$ cat config.mk
export PLATFORM = sky130hd
export DESIGN_NAME = dmem_line_reader_flat
export DESIGN_NICKNAME = d
export VERILOG_FILES = /design/src/rtl/dmem_rd_pkg.sv /design/src/rtl/dmem_line_reader_if.sv /design/src/rtl/line_serializer.sv /design/src/rtl/dmem_line_reader.sv /design/src/flat_wrapper.sv
export SDC_FILE = /design/constraint.sdc
export NUM_CORES = 1
export LEC_CHECK = 0
export CORE_MARGIN = 5
export CORE_UTILIZATION = 50
export CTS_BUF_LIST = sky130_fd_sc_hd__clkbuf_2
export CTS_CLUSTER_DIAMETER = 100
export DETAILED_ROUTE_END_ITERATION = 8
export GPL_TIMING_DRIVEN = 1
export PLACE_DENSITY = 0.89
export SLEW_MARGIN = 20
export SYNTH_ARGS = -nofsm -noshare
export SYNTH_HDL_FRONTEND = slang
export SYNTH_SLANG_ARGS = --single-unit
export TNS_END_PERCENT = 50
$ cat constraint.sdc
create_clock -name clk -period 23.8 [get_ports clk]
set_input_delay 3.57 -clock clk [delete_from_list [all_inputs] [get_ports clk]]
set_output_delay 3.57 -clock clk [all_outputs]
set_load 0.005 [all_outputs]
$ cat src/rtl/dmem_rd_pkg.sv
// Shared types and sizing helpers for the DMEM port-B line reader.
package dmem_rd_pkg;

   typedef enum logic [2:0] {
      StIdle,
      StFetch,
      StWait,
      StShift,
      StFin
   } rd_state_e;

   localparam int unsigned LINE_W_DEF     = 256;
   localparam int unsigned WORD_W_DEF     = 16;
   localparam int unsigned WORDS_PER_LINE = LINE_W_DEF / WORD_W_DEF;
   localparam int unsigned WORD_IDX_W     = $clog2(WORDS_PER_LINE);

   function automatic int unsigned words_per_line(input int unsigned line_w,
                                                  input int unsigned word_w);
      return line_w / word_w;
   endfunction

endpackage

$ cat src/rtl/dmem_line_reader_if.sv
// DMEM port-B read path and outgoing word stream of the line reader.
interface dmem_line_reader_if #(
   parameter int unsigned ADDR_W = 7,
   parameter int unsigned LINE_W = 256,
   parameter int unsigned WORD_W = 16
) ();

   logic              dmem_rden;
   logic [ADDR_W-1:0] dmem_rdaddr;
   logic [LINE_W-1:0] dmem_rddata;
   logic              out_valid;
   logic [WORD_W-1:0] out_data;
   logic              out_last;
   logic              out_ready;

   modport master (
      output dmem_rden, dmem_rdaddr, out_valid, out_data, out_last,
      input  dmem_rddata, out_ready
   );

   modport slave (
      input  dmem_rden, dmem_rdaddr, out_valid, out_data, out_last,
      output dmem_rddata, out_ready
   );

endinterface

$ cat src/rtl/line_serializer.sv
// Holds one DMEM line and emits it LSB-first as WORD_W words on a valid/ready stream.
module line_serializer
   import dmem_rd_pkg::*;
#(
   parameter int unsigned LINE_W = 256,
   parameter int unsigned WORD_W = 16,
   parameter int unsigned IDX_W  = 4
) (
   input  logic              clk,
   input  logic              rst,
   input  logic              load,
   input  logic [LINE_W-1:0] line,
   output logic              valid,
   output logic [WORD_W-1:0] data,
   input  logic              ready,
   output logic [IDX_W-1:0]  idx,
   output logic              last_word
);

   localparam int unsigned      Words   = words_per_line(LINE_W, WORD_W);
   localparam logic [IDX_W-1:0] LastIdx = IDX_W'(Words - 1);

   logic [LINE_W-1:0] line_q, line_d;
   logic [IDX_W-1:0]  idx_q, idx_d;
   logic              valid_q, valid_d;

   always_comb begin
      line_d  = line_q;
      idx_d   = idx_q;
      valid_d = valid_q;
      // A load may coincide with the final transfer of the previous line.
      if (load) begin
         line_d  = line;
         idx_d   = '0;
         valid_d = 1'b1;
      end else if (valid_q && ready) begin
         if (idx_q == LastIdx) begin
            valid_d = 1'b0;
         end else begin
            idx_d = idx_q + IDX_W'(1);
         end
      end
   end

   always_ff @(posedge clk or posedge rst) begin
      if (rst) begin
         line_q  <= '0;
         idx_q   <= '0;
         valid_q <= 1'b0;
      end else begin
         line_q  <= line_d;
         idx_q   <= idx_d;
         valid_q <= valid_d;
      end
   end

   assign valid     = valid_q;
   assign data      = line_q[idx_q*WORD_W +: WORD_W];
   assign idx       = idx_q;
   assign last_word = (idx_q == LastIdx);

endmodule

$ cat src/rtl/dmem_line_reader.sv
// Reads a run of DMEM port-B lines and streams them out as words.
// DMEM_RD_PREFETCH_EN adds a second line buffer so lines stream back to back.
module dmem_line_reader
   import dmem_rd_pkg::*;
#(
   parameter int unsigned ADDR_W     = 7,
   parameter int unsigned LINE_W     = 256,
   parameter int unsigned WORD_W     = 16,
   parameter int unsigned RD_LATENCY = 1
) (
   input  logic              clk,
   input  logic              rst,
   input  logic              start,
   input  logic [ADDR_W-1:0] base_addr,
   input  logic [ADDR_W:0]   line_cnt,
   output logic              busy,
   output logic              done,
   dmem_line_reader_if.master bus
);

   localparam int unsigned      Words   = words_per_line(LINE_W, WORD_W);
   localparam int unsigned      IdxW    = $clog2(Words);
   localparam logic [IdxW-1:0]  LastIdx = IdxW'(Words - 1);
   localparam logic [1:0]       LatCmp  = 2'(RD_LATENCY);
   localparam logic [ADDR_W:0]  RemOne  = (ADDR_W+1)'(1);

   rd_state_e         state_q, state_d;
   logic [ADDR_W-1:0] addr_q, addr_d;
   logic [ADDR_W:0]   rem_q, rem_d;
   logic              rden_q, rden_d;
   logic [ADDR_W-1:0] rdaddr_q, rdaddr_d;
   logic              rd_pend_q, rd_pend_d;
   logic [1:0]        lat_q, lat_d;
`ifdef DMEM_RD_PREFETCH_EN
   logic [LINE_W-1:0] nxt_line_q, nxt_line_d;
   logic              nxt_full_q, nxt_full_d;
   logic              pf_done_q, pf_done_d;
`endif

   logic              rd_cap;
   logic              word_done;
   logic              ser_load;
   logic [LINE_W-1:0] ser_line;
   logic              ser_valid;
   logic [WORD_W-1:0] ser_data;
   logic [IdxW-1:0]   ser_idx;
   logic              ser_last_word;

   // rddata is valid RD_LATENCY cycles after the registered rden is visible.
   assign rd_cap    = rd_pend_q && (lat_q == LatCmp);
   assign word_done = ser_valid && bus.out_ready && ser_last_word;

   always_comb begin
      state_d   = state_q;
      addr_d    = addr_q;
      rem_d     = rem_q;
      rden_d    = 1'b0;
      rdaddr_d  = rdaddr_q;
      rd_pend_d = rd_pend_q;
      lat_d     = lat_q;
      ser_load  = 1'b0;
      ser_line  = bus.dmem_rddata;
`ifdef DMEM_RD_PREFETCH_EN
      nxt_line_d = nxt_line_q;
      nxt_full_d = nxt_full_q;
      pf_done_d  = pf_done_q;
`endif

      if (rd_pend_q) begin
         if (rd_cap) begin
            rd_pend_d = 1'b0;
         end else begin
            lat_d = lat_q + 2'd1;
         end
      end

      case (state_q)
         StIdle: begin
            if (start) begin
               if (line_cnt != '0) begin
                  addr_d  = base_addr;
                  rem_d   = line_cnt;
                  state_d = StFetch;
               end else begin
                  state_d = StFin;
               end
            end
         end
         StFetch: begin
            rden_d    = 1'b1;
            rdaddr_d  = addr_q;
            rd_pend_d = 1'b1;
            lat_d     = '0;
            state_d   = StWait;
         end
         StWait: begin
            if (rd_cap) begin
               ser_load = 1'b1;
               state_d  = StShift;
`ifdef DMEM_RD_PREFETCH_EN
               pf_done_d = 1'b0;
`endif
            end
         end
         StShift: begin
`ifdef DMEM_RD_PREFETCH_EN
            if (!pf_done_q && (rem_q > RemOne)) begin
               rden_d    = 1'b1;
               rdaddr_d  = addr_q + ADDR_W'(1);
               rd_pend_d = 1'b1;
               lat_d     = '0;
               pf_done_d = 1'b1;
            end
            if (rd_cap) begin
               nxt_line_d = bus.dmem_rddata;
               nxt_full_d = 1'b1;
            end
`endif
            if (word_done) begin
               if (rem_q == RemOne) begin
                  rem_d   = '0;
                  state_d = StFin;
               end else begin
                  addr_d = addr_q + ADDR_W'(1);
                  rem_d  = rem_q - RemOne;
`ifdef DMEM_RD_PREFETCH_EN
                  pf_done_d  = 1'b0;
                  nxt_full_d = 1'b0;
                  if (nxt_full_q) begin
                     ser_load = 1'b1;
                     ser_line = nxt_line_q;
                  end else if (rd_cap) begin
                     ser_load = 1'b1;
                  end else begin
                     state_d = StWait;
                  end
`else
                  state_d = StFetch;
`endif
               end
            end
         end
         StFin: begin
            state_d = StIdle;
         end
         default: begin
            state_d = StIdle;
         end
      endcase
   end

   always_ff @(posedge clk or posedge rst) begin
      if (rst) begin
         state_q   <= StIdle;
         addr_q    <= '0;
         rem_q     <= '0;
         rden_q    <= 1'b0;
         rdaddr_q  <= '0;
         rd_pend_q <= 1'b0;
         lat_q     <= '0;
`ifdef DMEM_RD_PREFETCH_EN
         nxt_line_q <= '0;
         nxt_full_q <= 1'b0;
         pf_done_q  <= 1'b0;
`endif
      end else begin
         state_q   <= state_d;
         addr_q    <= addr_d;
         rem_q     <= rem_d;
         rden_q    <= rden_d;
         rdaddr_q  <= rdaddr_d;
         rd_pend_q <= rd_pend_d;
         lat_q     <= lat_d;
`ifdef DMEM_RD_PREFETCH_EN
         nxt_line_q <= nxt_line_d;
         nxt_full_q <= nxt_full_d;
         pf_done_q  <= pf_done_d;
`endif
      end
   end

   line_serializer #(
      .LINE_W (LINE_W),
      .WORD_W (WORD_W),
      .IDX_W  (IdxW)
   ) u_ser (
      .clk       (clk),
      .rst       (rst),
      .load      (ser_load),
      .line      (ser_line),
      .valid     (ser_valid),
      .data      (ser_data),
      .ready     (bus.out_ready),
      .idx       (ser_idx),
      .last_word (ser_last_word)
   );

   assign busy            = (state_q != StIdle);
   assign done            = (state_q == StFin);
   assign bus.dmem_rden   = rden_q;
   assign bus.dmem_rdaddr = rdaddr_q;
   assign bus.out_valid   = ser_valid;
   assign bus.out_data    = ser_data;
   assign bus.out_last    = ser_valid && (ser_idx == LastIdx) && (rem_q == RemOne);

endmodule

$ cat src/flat_wrapper.sv
// flat-port wrapper written by rule: the top's interface ports become plain ports
module dmem_line_reader_flat import dmem_rd_pkg::*;
#(
   parameter int unsigned ADDR_W     = 7,
   parameter int unsigned LINE_W     = 256,
   parameter int unsigned WORD_W     = 16,
   parameter int unsigned RD_LATENCY = 1
)
  (clk, rst, start, base_addr, line_cnt, busy, done, bus_dmem_rden, bus_dmem_rdaddr, bus_out_valid, bus_out_data, bus_out_last, bus_dmem_rddata, bus_out_ready);
  dmem_line_reader_if #(.ADDR_W(ADDR_W), .LINE_W(LINE_W), .WORD_W(WORD_W)) bus_i ();
  input  logic clk;
  input  logic rst;
  input  logic start;
  input  logic [ADDR_W-1:0] base_addr;
  input  logic [ADDR_W:0] line_cnt;
  output logic busy;
  output logic done;
  output wire logic [$bits(bus_i.dmem_rden)-1:0] bus_dmem_rden;
  output wire logic [$bits(bus_i.dmem_rdaddr)-1:0] bus_dmem_rdaddr;
  output wire logic [$bits(bus_i.out_valid)-1:0] bus_out_valid;
  output wire logic [$bits(bus_i.out_data)-1:0] bus_out_data;
  output wire logic [$bits(bus_i.out_last)-1:0] bus_out_last;
  input wire logic [$bits(bus_i.dmem_rddata)-1:0] bus_dmem_rddata;
  input wire logic [$bits(bus_i.out_ready)-1:0] bus_out_ready;
  assign bus_dmem_rden = bus_i.dmem_rden;
  assign bus_dmem_rdaddr = bus_i.dmem_rdaddr;
  assign bus_out_valid = bus_i.out_valid;
  assign bus_out_data = bus_i.out_data;
  assign bus_out_last = bus_i.out_last;
  assign bus_i.dmem_rddata = bus_dmem_rddata;
  assign bus_i.out_ready = bus_out_ready;
  dmem_line_reader #(.ADDR_W(ADDR_W), .LINE_W(LINE_W), .WORD_W(WORD_W), .RD_LATENCY(RD_LATENCY)) u_core (.clk(clk), .rst(rst), .start(start), .base_addr(base_addr), .line_cnt(line_cnt), .busy(busy), .done(done), .bus(bus_i));
endmodule
# Word level (Yosys, flattened, before mapping)
# Cells that the tools add are included.
# totals
regBits	290
inputBits	275
out_inout_bits	28
# classes
addsub	4
eq_ne	14
shift	1
n_mux	31
reduce_logical	18
# op_table
op	count
$shiftx 256x9->16	1
$mux 8	4
$mux 7	4
$pmux 8 s2	1
$mux 3	5
$pmux 7 s2	1
$mux 4	3
$pmux 3 s4	1
$mux 1	9
$eq 8x1->1 const B	1
$ne 2x1->1 const B	4
$reduce_bool 2->1	4
$reduce_bool 8->1	1
$sub 8x1->8 const B	1
$add 7x1->7 const B	1
$eq 3x2->1 const B	2
$mux 2	3
$ne 2x2->1 const B	3
$reduce_and 2->1	3
$logic_and 1x1->1	5
$reduce_and 5->1	1
$add 4x1->4 const B	1
$eq 4x4->1 const B	1
$reduce_and 4->1	1
7 further kinds	7

# Logic depth before layout (Yosys ltp)
# logic_depth
word_depth	6
ltp_mapped	8
depth_no_buf	6

# Hierarchy
# From an unflattened synthesis, not the netlist that was laid out.
# hier_totals
hier_cells	916
hier_area_um2	13559.3
# modules_own_cells
module	n_inst	cells_per_inst	area_each_um2	seq_area_each_um2
line_serializer	1	739	11827.6	6531.3
dmem_line_reader	1	177	1731.7	725.7

# Worst setup path after synthesis
# OpenSTA, ideal clock, no wires.
# synth_timing
path_kind	reg2out
startpoint	reg u_core.u_ser.idx_q[0], in the netlist u_core.u_ser.idx[0]
endpoint	out bus_out_data[11]
t_arrival_ps	1589
required_time_ps	20230
path_slack_ps	18641
path_stages_with_launch	6
cell_sequence	dfrtp_1 -> buf_4 -> buf_2 -> mux4_2 -> mux2i_1 -> a21oi_1
# synth_between
elab_chain_cells	1
# synth_rtl
element	line_no	source
start: declaration	line_serializer.sv:24	logic [IDX_W-1:0] idx_q, idx_d;
start signal: assignment	line_serializer.sv:52	idx_q <= idx_d;
$shiftx 256x9->16	line_serializer.sv:58	assign data = line_q[idx_q*WORD_W +: WORD_W];
end: declaration	flat_wrapper.sv:21	output wire logic [$bits(bus_i.out_data)-1:0] bus_out_data;
# Every way passes these cells.

# Worst setup path after layout
# layout_timing
startpoint	reg u_core.u_ser.idx_q[2], in the netlist u_core.u_ser.idx[2]
endpoint	out bus_out_data[0]
# Same word-level chain as after synthesis.

==> impl_metrics.tcl <==
set metrics [dict create \
    ys_warn_count 0 \
    routed_wl_um 43200 \
    skew_ps 53.7 \
    worstSkewPairLatency_ps 870 \
    cts_repair_resize_count 0 \
    htree_levels 3 \
    firstDrtPassIters 8 \
    p_per_area_nw_per_um2 115 \
    layout-drive-gt1-share 0.120 \
    gr-total-overflow 0 \
    place_congestion 0.984 \
    clk_path_buf_depth 3 \
    ys_ff_latch 290 \
    p_sw_frac 0.378 \
    slew_headroom 0.290 \
    tns_ps 0 \
    numPortBuffers 302 \
    cap_viol_max_count 0 \
    chipHeight_um 175 \
    fp.dieArea_um2 30500 \
    wl_per_cell_um 20.4 \
    io_pins 303 \
    worst_setup_path_start_kind "flip-flop" \
    worstPathMaxFanout 36 \
    synth_area_um2 13600 \
    crit_type "flip-flop to output pin" \
    p_int_mw 1.24 \
    cts_hold_buffers 0 \
    synth_fp_nets 1708 \
    grt_max_degree 123 \
    cts_sinks 290 \
    clock_power_share 0.175 \
    cp-end-kind "output pin" \
    syn_to_final_growth_pct 28.2 \
    post-cts-setup-buffer-count 0 \
    syn_area_per_cell_um2 9.50 \
    finalHoldViolCount 0 \
    synth_edf_count 0 \
    die_w_um 175 \
    required_ps 20230 \
    ys_seq_area_frac 0.535 \
    combPwrFrac 0.386 \
    setup_viol_count_final 0 \
    ys.flop_type "dfrtp_1" \
    fp.coreArea_um2 26800 \
    vias_per_cell 5.58 \
    max_freq_mhz 132 \
    floorplan.initialDensity 0.506 \
    drc 0 \
    ys_types 58 \
    async_reset_ff_frac 1.00 \
    rsz0062_at_grt "false" \
    power_switching_mw 0.757 \
    post-dp-hpwl_um 31500 \
    r2r_slack_ps 20200 \
    root_buffer "clkbuf_2" \
    power_leakage_nw 7.86 \
    gr-usage-all-layers 0.279 \
    drt-initial-drc-count 1557 \
    hp-class "flip-flop to flip-flop" \
    period_minus_slack_ps 7590 \
    cts.clk_slew.worst_paths_ps 90 \
    dr_total_vias 11797 \
    numCtsBuffers 74 \
    slew_violations 0 \
    status "completed" \
    seq_power_share 0.439 \
    finalPower_mw 2.00 \
    nNetsFinal 2009 \
    fp-row-count 60 \
    grt_pass1_vias 12211 \
    cp.arrival_ps 4020 \
    syn_inst 1428 \
    tritoncts "built" \
    tightest_slew_ps 1060 \
    drtAntennaViolNets 0 \
    ir_worst_vdd_mv 0.0610 \
    min_period_over_period 0.319 \
    antenna_found_initial 1 \
    grt_pass1_wl_um 66700 \
]
## registers in the layout, summed over array words and instances (netlist names)
name,flops
u_core.rd_pend_q,1
u_core.lat_q,2
u_core.u_ser.valid,1
u_core.u_ser.idx,4
u_core.state_q,3
u_core.addr_q,7
u_core.bus.dmem_rden,1
u_core.u_ser.line_q,256
u_core.rem_q,8
u_core.bus.dmem_rdaddr,7
## worst max-delay path: stages (launching register included)
cell and delay, ps:
dfrtp_2 740, buf_4 570, mux4_2 570, nor2b_1 140, a211oi_1 510, a21oi_1 160, clkdlybuf4s50_1 500
## metrics by stage
stage | hold WS (ps) | worst slack [ps] | instance area, µm² | instances | utilization
finish | 480 | 16210 | 17400 | 2115 | 0.649
global route | 500 | 15970 | 17400 | 2115 | 0.649
CTS | 480 | 16160 | 17400 | 2113 | 0.648
detailed placement | 459 | 17100 | 16700 | 1994 | 0.624
global placement | 454 | 17140 | 16700 | 1994 | 0.624
floorplan | 440 | 12220 | 13600 | 1428 | -
## Yosys cell counts (3+ instances only)
library cell | count | share of area
mux4_2 | 64 | 0.11
buf_1 | 12 | 0.0033
nand3_1 | 8 | 0.0030
o2bb2ai_1 | 6 | 0.0039
and3_1 | 3 | 0.0014
nor3_1 | 7 | 0.0026
dfrtp_1 | 290 | 0.53
xnor2_1 | 3 | 0.0019
buf_4 | 6 | 0.0033
a41oi_1 | 4 | 0.0026
a211oi_1 | 17 | 0.0094
a31oi_1 | 3 | 0.0014
clkbuf_1 | 30 | 0.0083
a21oi_1 | 24 | 0.0089
buf_2 | 41 | 0.015
nor2_1 | 15 | 0.0041
nand3b_1 | 3 | 0.0017
o21ai_0 | 5 | 0.0018
a22oi_1 | 4 | 0.0022
inv_1 | 6 | 0.0017
mux2_2 | 7 | 0.0058
nor2b_1 | 17 | 0.0078
nand2_1 | 781 | 0.22
nand4_1 | 4 | 0.0018
ha_1 | 5 | 0.0046
mux2i_1 | 18 | 0.013
o22ai_1 | 8 | 0.0037
## cells in the final DEF, fill, tap and decap left out, types with 4 or more instances in the layout
master / netlist / final
mux2i_1: 18 / 18
a41oi_1: 4 / 4
clkinv_1: 0 / 11
clkbuf_2: 0 / 100
a21oi_1: 24 / 24
inv_1: 6 / 5
a211oi_1: 17 / 17
dfrtp_1: 290 / 287
nand4_1: 4 / 4
clkdlybuf4s50_1: 0 / 302
nor2_1: 15 / 15
o21ai_0: 5 / 5
nand2_1: 781 / 781
mux2_2: 7 / 7
nor2b_1: 17 / 17
o22ai_1: 8 / 8
nor3_1: 7 / 7
a22oi_1: 4 / 4
o2bb2ai_1: 6 / 6
nand3_1: 8 / 8
buf_4: 6 / 10
ha_1: 5 / 5
mux4_2: 64 / 64
## cell families (layout without fill, tap and decap cells)
family | after synthesis | count (layout) | share of synthesized area
flops | 290 | 290 | 0.535
mux | 90 | 90 | 0.126
simple gates | 859 | 859 | 0.255
other cells | 0 | 2 | 0
xor+xnor | 4 | 4 | 0.00258
compound gates | 84 | 84 | 0.0435
buf+inv | 96 | 440 | 0.0326
fa+ha+maj | 5 | 5 | 0.00461
## final timing paths
kind	startpoint	end	depth (start not counted)
worst max-delay path	u_core.u_ser.idx[2]	bus_out_data[0]	6
worst min-delay path	u_core.u_ser.line_q[226]	u_core.u_ser.line_q[226]	2
worst max register to register	u_core.state_q[0]	u_core.u_ser.line_q[89]	6
worst min register to register	u_core.u_ser.line_q[226]	u_core.u_ser.line_q[226]	2
max in group asynchronous	rst	u_core.u_ser.idx[0]	3
min in group asynchronous	rst	u_core.addr_q[5]	2
## layer usage
metal / up-vias / GRT usage / routed length (µm)
met1: 5683 / 0.362 / 16200
met4: 0 / 0.150 / 2530
met2: 689 / 0.432 / 20000
met3: 137 / 0.0757 / 4500
li1: 5288 / - / -
met5: - / 0 / 0
## area by class of cell
type	count	area, µm²
fill	2056	9410
sequential	290	7260
multi-input combinational	1042	5870
timing repair buffer	315	3130
clock buffer	100	500
tap	341	427
clock inverter	19	163
inverter	6	30.0
antenna	2	5.00
## power by group through the flow
| stage | Sequential [mW] | Clock, mW | Combinational, mW |
|---|---|---|---|
| global route | 0.894 | 0.381 | 0.846 |
| floorplan | 0.786 | 0 | 0.542 |
| detailed placement | 0.874 | 0 | 0.766 |
| global placement | 0.870 | 0 | 0.725 |
| CTS | 0.868 | 0.355 | 0.772 |
| finish | 0.878 | 0.350 | 0.773 |
(Power assumes the default switching activity.)
